File: src/rtl/sd_cmd_seq.sv
// SDRAM command sequencer: power-up init, auto-refresh and closed-page single accesses
// driven from a valid/ready request port onto registered SDRAM command/address pins.
module sd_cmd_seq #(
  parameter int          ROW_W    = 12,
  parameter int          COL_W    = 10,
  parameter int          BA_W     = 2,
  parameter int          DQM_W    = 8,
  parameter int          CL       = 2,
  parameter int          T_RCD    = 2,
  parameter int          T_RP     = 2,
  parameter int          T_RFC    = 7,
  parameter int          T_DONE   = 4,
  parameter int          REF_INT  = 780,
  parameter int          INIT_CYC = 20000,
  parameter logic [11:0] MODE_REG = 12'h022
) (
  input  logic             sd_clk,
  input  logic             sd_rst_,
  input  logic             req_valid,
  output logic             req_ready,
  input  logic             req_write,
  input  logic [BA_W-1:0]  req_bank,
  input  logic [ROW_W-1:0] req_row,
  input  logic [COL_W-1:0] req_col,
  input  logic [DQM_W-1:0] req_dqm_l,
  output logic             sd_cs_,
  output logic             sd_ras_,
  output logic             sd_cas_,
  output logic             sd_we_,
  output logic [BA_W-1:0]  sd_ba,
  output logic [ROW_W-1:0] sd_adrs,
  output logic [DQM_W-1:0] sd_dqm_l,
  output logic             rd_valid,
  output logic             init_done
);

  localparam int CNT_W = $clog2(INIT_CYC + T_RFC + T_RP + T_RCD + T_DONE + 2);
  localparam int REF_W = $clog2(REF_INT + 1);

  localparam logic [CNT_W-1:0] C_INIT = CNT_W'(INIT_CYC);
  localparam logic [CNT_W-1:0] C_RP   = CNT_W'(T_RP - 1);
  localparam logic [CNT_W-1:0] C_RFC  = CNT_W'(T_RFC - 1);
  localparam logic [CNT_W-1:0] C_RCD  = (T_RCD > 1) ? CNT_W'(T_RCD - 2) : '0;
  localparam logic [CNT_W-1:0] C_DONE = CNT_W'(T_DONE - 1);
  localparam logic [CNT_W-1:0] C_MRD  = CNT_W'(1);
  localparam logic [REF_W-1:0] C_REF  = REF_W'(REF_INT - 1);

  localparam logic [3:0] CMD_DESEL = 4'b1111;
  localparam logic [3:0] CMD_NOP   = 4'b0111;
  localparam logic [3:0] CMD_ACT   = 4'b0011;
  localparam logic [3:0] CMD_RD    = 4'b0101;
  localparam logic [3:0] CMD_WR    = 4'b0100;
  localparam logic [3:0] CMD_PRE   = 4'b0010;
  localparam logic [3:0] CMD_REF   = 4'b0001;
  localparam logic [3:0] CMD_MRS   = 4'b0000;

  typedef enum logic [3:0] {
    S_INIT_WAIT, S_INIT_PRE, S_INIT_TRP, S_INIT_REF1,
    S_INIT_RFC1, S_INIT_REF2, S_INIT_RFC2, S_INIT_MRS,
    S_INIT_MRD, S_IDLE, S_REF, S_RFC,
    S_ACT, S_RCD, S_RW, S_DONE
  } state_t;

  state_t             state_q, state_d;
  logic [CNT_W-1:0]   cnt_q, cnt_d;
  logic [REF_W-1:0]   ref_cnt_q, ref_cnt_d;
  logic               ref_pend_q, ref_pend_d;
  logic               init_done_q, init_done_d;
  logic [BA_W-1:0]    bank_q, bank_d;
  logic [COL_W-1:0]   col_q, col_d;
  logic [DQM_W-1:0]   mask_q, mask_d;
  logic               write_q, write_d;
  logic [3:0]         cmd_q, cmd_d;
  logic [BA_W-1:0]    ba_q, ba_d;
  logic [ROW_W-1:0]   adrs_q, adrs_d;
  logic [DQM_W-1:0]   dqm_q, dqm_d;
  logic [CL-1:0]      rd_pipe_q, rd_pipe_d;
  logic               ref_issue;
  logic               ref_expire;
  logic               cnt_busy;

  assign cnt_busy = (cnt_q != '0);

  // Each timed state holds for cnt+1 cycles; one-cycle command states leave cnt at 0.
  always_comb begin
    state_d     = state_q;
    cnt_d       = cnt_q;
    init_done_d = init_done_q;
    bank_d      = bank_q;
    col_d       = col_q;
    mask_d      = mask_q;
    write_d     = write_q;
    ref_issue   = 1'b0;
    case (state_q)
      S_INIT_WAIT: if (cnt_busy) cnt_d = cnt_q - CNT_W'(1); else state_d = S_INIT_PRE;
      S_INIT_PRE:  begin state_d = S_INIT_TRP;  cnt_d = C_RP;  end
      S_INIT_TRP:  if (cnt_busy) cnt_d = cnt_q - CNT_W'(1); else state_d = S_INIT_REF1;
      S_INIT_REF1: begin state_d = S_INIT_RFC1; cnt_d = C_RFC; end
      S_INIT_RFC1: if (cnt_busy) cnt_d = cnt_q - CNT_W'(1); else state_d = S_INIT_REF2;
      S_INIT_REF2: begin state_d = S_INIT_RFC2; cnt_d = C_RFC; end
      S_INIT_RFC2: if (cnt_busy) cnt_d = cnt_q - CNT_W'(1); else state_d = S_INIT_MRS;
      S_INIT_MRS:  begin state_d = S_INIT_MRD;  cnt_d = C_MRD; end
      S_INIT_MRD: begin
        if (cnt_busy) begin
          cnt_d = cnt_q - CNT_W'(1);
        end else begin
          state_d     = S_IDLE;
          init_done_d = 1'b1;
        end
      end
      S_IDLE: begin
        // Pending refresh wins over a request offered in the same cycle.
        if (ref_pend_q) begin
          state_d   = S_REF;
          ref_issue = 1'b1;
        end else if (req_valid) begin
          state_d = S_ACT;
          bank_d  = req_bank;
          col_d   = req_col;
          mask_d  = req_dqm_l;
          write_d = req_write;
        end
      end
      S_REF:  begin state_d = S_RFC; cnt_d = C_RFC; end
      S_RFC:  if (cnt_busy) cnt_d = cnt_q - CNT_W'(1); else state_d = S_IDLE;
      S_ACT: begin
        if (T_RCD > 1) begin
          state_d = S_RCD;
          cnt_d   = C_RCD;
        end else begin
          state_d = S_RW;
        end
      end
      S_RCD:  if (cnt_busy) cnt_d = cnt_q - CNT_W'(1); else state_d = S_RW;
      S_RW:   begin state_d = S_DONE; cnt_d = C_DONE; end
      S_DONE: if (cnt_busy) cnt_d = cnt_q - CNT_W'(1); else state_d = S_IDLE;
      default: state_d = S_INIT_WAIT;
    endcase
  end

  // Pins are registered from the upcoming state so each command shows for that state's cycle.
  always_comb begin
    cmd_d  = CMD_NOP;
    ba_d   = '0;
    adrs_d = '0;
    dqm_d  = '1;
    case (state_d)
      S_INIT_PRE: begin
        cmd_d      = CMD_PRE;
        adrs_d[10] = 1'b1;
      end
      S_INIT_REF1, S_INIT_REF2, S_REF: cmd_d = CMD_REF;
      S_INIT_MRS: begin
        cmd_d  = CMD_MRS;
        adrs_d = ROW_W'(MODE_REG);
      end
      S_ACT: begin
        cmd_d  = CMD_ACT;
        ba_d   = req_bank;
        adrs_d = req_row;
      end
      S_RW: begin
        cmd_d              = write_q ? CMD_WR : CMD_RD;
        ba_d               = bank_q;
        adrs_d[COL_W-1:0]  = col_q;
        adrs_d[10]         = 1'b1;
        dqm_d              = mask_q;
      end
      default: cmd_d = CMD_NOP;
    endcase
  end

  always_comb begin
    ref_cnt_d  = ref_cnt_q;
    ref_expire = 1'b0;
    if (init_done_q) begin
      if (ref_cnt_q == C_REF) begin
        ref_cnt_d  = '0;
        ref_expire = 1'b1;
      end else begin
        ref_cnt_d = ref_cnt_q + REF_W'(1);
      end
    end
    ref_pend_d = ref_pend_q;
    if (ref_issue)       ref_pend_d = 1'b0;
    else if (ref_expire) ref_pend_d = 1'b1;
  end

  // Stage 0 fills the cycle after RD is on the pins, so the last stage lands at RD+CL.
  assign rd_pipe_d[0] = (state_q == S_RW) && !write_q;
  for (genvar gi = 1; gi < CL; gi++) begin : g_rd_pipe
    assign rd_pipe_d[gi] = rd_pipe_q[gi-1];
  end

  always_ff @(posedge sd_clk or negedge sd_rst_) begin
    if (!sd_rst_) begin
      state_q     <= S_INIT_WAIT;
      cnt_q       <= C_INIT;
      ref_cnt_q   <= '0;
      ref_pend_q  <= 1'b0;
      init_done_q <= 1'b0;
      bank_q      <= '0;
      col_q       <= '0;
      mask_q      <= '1;
      write_q     <= 1'b0;
      cmd_q       <= CMD_DESEL;
      ba_q        <= '0;
      adrs_q      <= '0;
      dqm_q       <= '1;
      rd_pipe_q   <= '0;
    end else begin
      state_q     <= state_d;
      cnt_q       <= cnt_d;
      ref_cnt_q   <= ref_cnt_d;
      ref_pend_q  <= ref_pend_d;
      init_done_q <= init_done_d;
      bank_q      <= bank_d;
      col_q       <= col_d;
      mask_q      <= mask_d;
      write_q     <= write_d;
      cmd_q       <= cmd_d;
      ba_q        <= ba_d;
      adrs_q      <= adrs_d;
      dqm_q       <= dqm_d;
      rd_pipe_q   <= rd_pipe_d;
    end
  end

  assign req_ready = (state_q == S_IDLE) && !ref_pend_q;
  assign {sd_cs_, sd_ras_, sd_cas_, sd_we_} = cmd_q;
  assign sd_ba     = ba_q;
  assign sd_adrs   = adrs_q;
  assign sd_dqm_l  = dqm_q;
  assign rd_valid  = rd_pipe_q[CL-1];
  assign init_done = init_done_q;

endmodule

File: config.mk
export PLATFORM = sky130hd
export DESIGN_NAME = sd_cmd_seq
export DESIGN_NICKNAME = d
export VERILOG_FILES = /design/src/rtl/sd_cmd_seq.sv
export SDC_FILE = /design/constraint.sdc
export NUM_CORES = 1
export LEC_CHECK = 0
export BUFFER_PORTS_ARGS = -buffer_cell sky130_fd_sc_hd__buf_2
export CORE_UTILIZATION = 40
export CTS_BUF_LIST = sky130_fd_sc_hd__clkbuf_4 sky130_fd_sc_hd__clkbuf_8
export DETAILED_ROUTE_END_ITERATION = 6
export PLACE_DENSITY = 0.59
export SYNTH_ARGS = -nofsm -noshare
export SYNTH_HDL_FRONTEND = slang
export SYNTH_SLANG_ARGS = --single-unit
File: constraint.sdc
create_clock -name sd_clk -period 1.8 [get_ports sd_clk]
set_input_delay 0.18 -clock sd_clk [delete_from_list [all_inputs] [get_ports sd_clk]]
set_output_delay 0.18 -clock sd_clk [all_outputs]
set_load 0.05 [all_outputs]
==> summary.md <==
| Metric | Value |
|---|---|
| Min-Delay Path Class | input pin to flop |
| Count leader, synth | nand2_1 |
| Status | finished with violations |
| Core ar. | between 8000 and 9000 µm² |
| Met3 Usage GRT | 0.0358 |
| Layout cells sized above 1 | 0.396 |
| Met1 Usage GRT | 0.233 |
| Clock latency at the later pin of the worst-skew pair | 0.34 ns |
| MaxCap Viol Count | 0 |
| Routability-driven placement congestion ratio | 0.842 |
| Fin cells | 590 |
| IO Port Bufs | 64 |
| Pin count of the biggest net entering global routing | 50 |
| DRC viols | 1 |
| CTS sink cnt | 80 |
| Startpoint Class | flop |
| Clock share of power | 0.223 |
| Ys Warns | 0 |
| Most used DFF post-synth | dfrtp_1 |
| Number of I/O pins | 65 |
| Synth top area share | 0.374 |
| Final Cycle Share | 1.07 |
| Final Net Count | 516 |
| Core Util, Final | 0.554 |
| TritonRoute pass-1 iters | 6 |
| Num CTS Buffers | 9 |
| CP max FO | 7 |
| Pwr Total | around 5.6 mW |
| Critical Path RT | 2.07 ns |
| First-pass GRT wire length | 14.0 mm |
| WHS Path Cells | 3 |
| CP arrival | 2.19 ns |
| Synthesized instance count | about 370 |
| RSZ-0062 raised after global routing | yes |
| Clock slew at reported path FFs | 0.09 ns |
| GR Util met2 | 0.308 |
| Row count | 34 |
| Final setup violation count | 16 |
| Cell Area, Synth | ~3700 µm² |
| Mapped Nets | 404 |
| Tot GR Track Use | 0.185 |
| Sequential power share | 0.444 |
| Top Usage Layer GRT | met2 |
| Clock skew | 0.00778 ns |
| Kind of critical path | flop to flop |
| Die height | 98.0 µm |
| Max Freq | 0.521 GHz |
| Die area | 9600 µm² |
| Initial core utilization | 0.418 |
| Grt ovf | 0 |
| LEAKAGE | 2.31 nW |
| Vias in the first global route | 3004 |
| Chip width | just under 100 µm |
| R2R depth | 8 |
| Fillers | 810 |
| Most frequent cells after synthesis | nand2_1 (89), dfrtp_1 (55), dfstp_2 (25) |
| Sw Pwr | approximately 1.9 mW |
| Hpwl dp | 5.82 mm |
| Sw Ratio | 0.333 |
| Antenna Violating Nets Remaining | 0 |
| Routed len/inst | ~15 µm |
| Fin crit period | between 1.5 and 2 ns |
| FFs w/ async S/R, synth | 1.00 |
| Initial antenna violation count | 0 |
| Worst setup margin | -0.120 ns |
| Combinational power share | 0.333 |
| Netlist cell types | 56 |
| Vias | 2990 |
| Max-slew violation count | 0 |
| Number of synthesized flops with an enable pin | 0 |
| CTS max path bufs | 2 |
| Final hold violations | 0 |
| Root Driver | clkbuf_8 |
| Via density | 5.07 |
| Int Pwr | ~3.8 mW |
| Max VDD drop | roughly 0.53 mV |
| Pre-CTS WS | -0.118 ns |
| Antenna diode count | 0 |
| Number of register bits inferred by synthesis | 80 |
| Synth area leaders | dfrtp_1 (37%), dfstp_2 (18%), nand2_1 (9.1%), a21oi_1 (2.4%), a22o_1 (2.1%) |
| Placed cells | 561 |
| CTS tree | yes |
| Area leader, netlist | dfrtp_1 |
| DR iter-0 viols | 96 |
| Critical path endpoint category | flop |
| P per Cell Area | between 1000 and 1500 nW/µm² |
| Failing checks | design-rule violations, negative setup slack |
| DRT Wirelength | 8.69 mm |
| H-tree Lvls | 3 |
| Synthesized area per cell | 10.1 µm² |
| Sequential share of the synthesized area | 0.552 |
| Syn-to-layout area delta | 32.4% |
==> worst paths after layout <==
kind                                   start           end  slack, ns
worst max-delay path                cnt_q[0]      cmd_q[0]      -0.12
worst min-delay path            req_dqm_l[6]     mask_q[6]       0.02
worst max register to register      cnt_q[0]      cmd_q[0]      -0.12
worst min register to register  rd_pipe_q[0]  rd_pipe_q[1]       0.35
max in group asynchronous            sd_rst_     mask_q[3]       0.81
min in group asynchronous            sd_rst_      cnt_q[2]       0.32
==> what timing repair did <==
item	in CTS	in global routing
resized for setup	9	22
setup buffers	6	3
gates cloned	0	3
hold buffers	1	0
pin swaps	9	14
endpoints found under the hold margin	24	0
endpoints found under the setup margin	34	40
==> kinds of logic (layout without fill, tap and decap cells) <==
logic type               after synthesis  count (layout)  synth area share
adder cells (fa/ha/maj)                3               3            0.0102
AND/OR/NAND/NOR                      163             163             0.224
AO/OA/AOI/OAI                         74              74             0.138
other                                  1               1           0.00102
flip-flops                            80              80             0.552
multiplexers                           4               4            0.0109
buffers and inverters                 28             145            0.0333
XOR/XNOR                              12              12            0.0306
==> flip-flops by register name, indices dropped and copies added (netlist names) <==
name,count
mask_q,8
write_q,1
bank_q,2
col_q,10
cmd_q,4
cnt_q,15
sd_adrs,12
init_done,1
ref_cnt_q,10
sd_dqm_l,8
rd_pipe_q,2
state_q,4
sd_ba,2
ref_pend_q,1
==> power groups by stage <==
stage	Sequential (mW)	Clock [mW]	Combinational (mW)
final	2.50	1.26	1.88
after global routing	2.55	1.37	2.08
after CTS	2.51	1.30	1.77
after detailed placement	2.54	0	1.66
after global placement	2.52	0	1.62
after floorplan	2.56	0	0.910
==> layout by cell type, fill, tap and decap left out, types with 4 or more instances in the layout <==
cell type and instances:
a21o_1 5, a21oi_1 14, a21oi_2 4, and3_1 4, clkbuf_8 10, xor2_1 8
nor3_1 4, inv_1 5, nand2_1 89, a22o_1 9, nor2_1 14, buf_6 6
mux2i_1 4, dfstp_2 25, or3_1 7, o21ai_0 8, buf_2 62, buf_4 47
o21ai_1 8, nand3_1 9, nand2b_1 11, dfrtp_1 54
==> metrics by stage <==
| stage | hold WS [ns] | area (µm²) | TNS (ns) |
|---|---|---|---|
| after floorplan | -0.116 | 3700 | 0 |
| after global placement | 0.163 | 4440 | -0.367 |
| after detailed placement | 0.160 | 4440 | -2.15 |
| after CTS | 0.00484 | 4730 | -1.60 |
| after global routing | 0.00727 | 4880 | -3.34 |
| final | 0.0160 | 4880 | -0.501 |
==> area by class of cell <==
type                    instances  area, µm²  share of cell area
clock inverters                 6       51.3              0.0105
well taps                     108        135              0.0277
flip-flops and latches         80       2030               0.417
multi-input cells             257       1640               0.335
inverters                       7       26.3             0.00539
repair buffers                122        858               0.176
clock buffers                  10        138              0.0282
==> per-layer routing <==
| metal | vias up | share of wire |
|---|---|---|
| met5 | - | 0 |
| met4 | 0 | 0.017 |
| met3 | 15 | 0.032 |
| met2 | 58 | 0.48 |
| met1 | 1431 | 0.47 |
| li1 | 1486 | - |
==> critical path: stages, from the launching register on <==
cell and delay [ns]:
dfrtp_1 0.39, inv_2 0.06, ha_1 0.14, nor4b_4 0.22, nand4_2 0.19, buf_6 0.19, mux2i_1 0.14, a21o_1 0.18
o32a_1 0.33
Power figures use the tool's default switching activity.
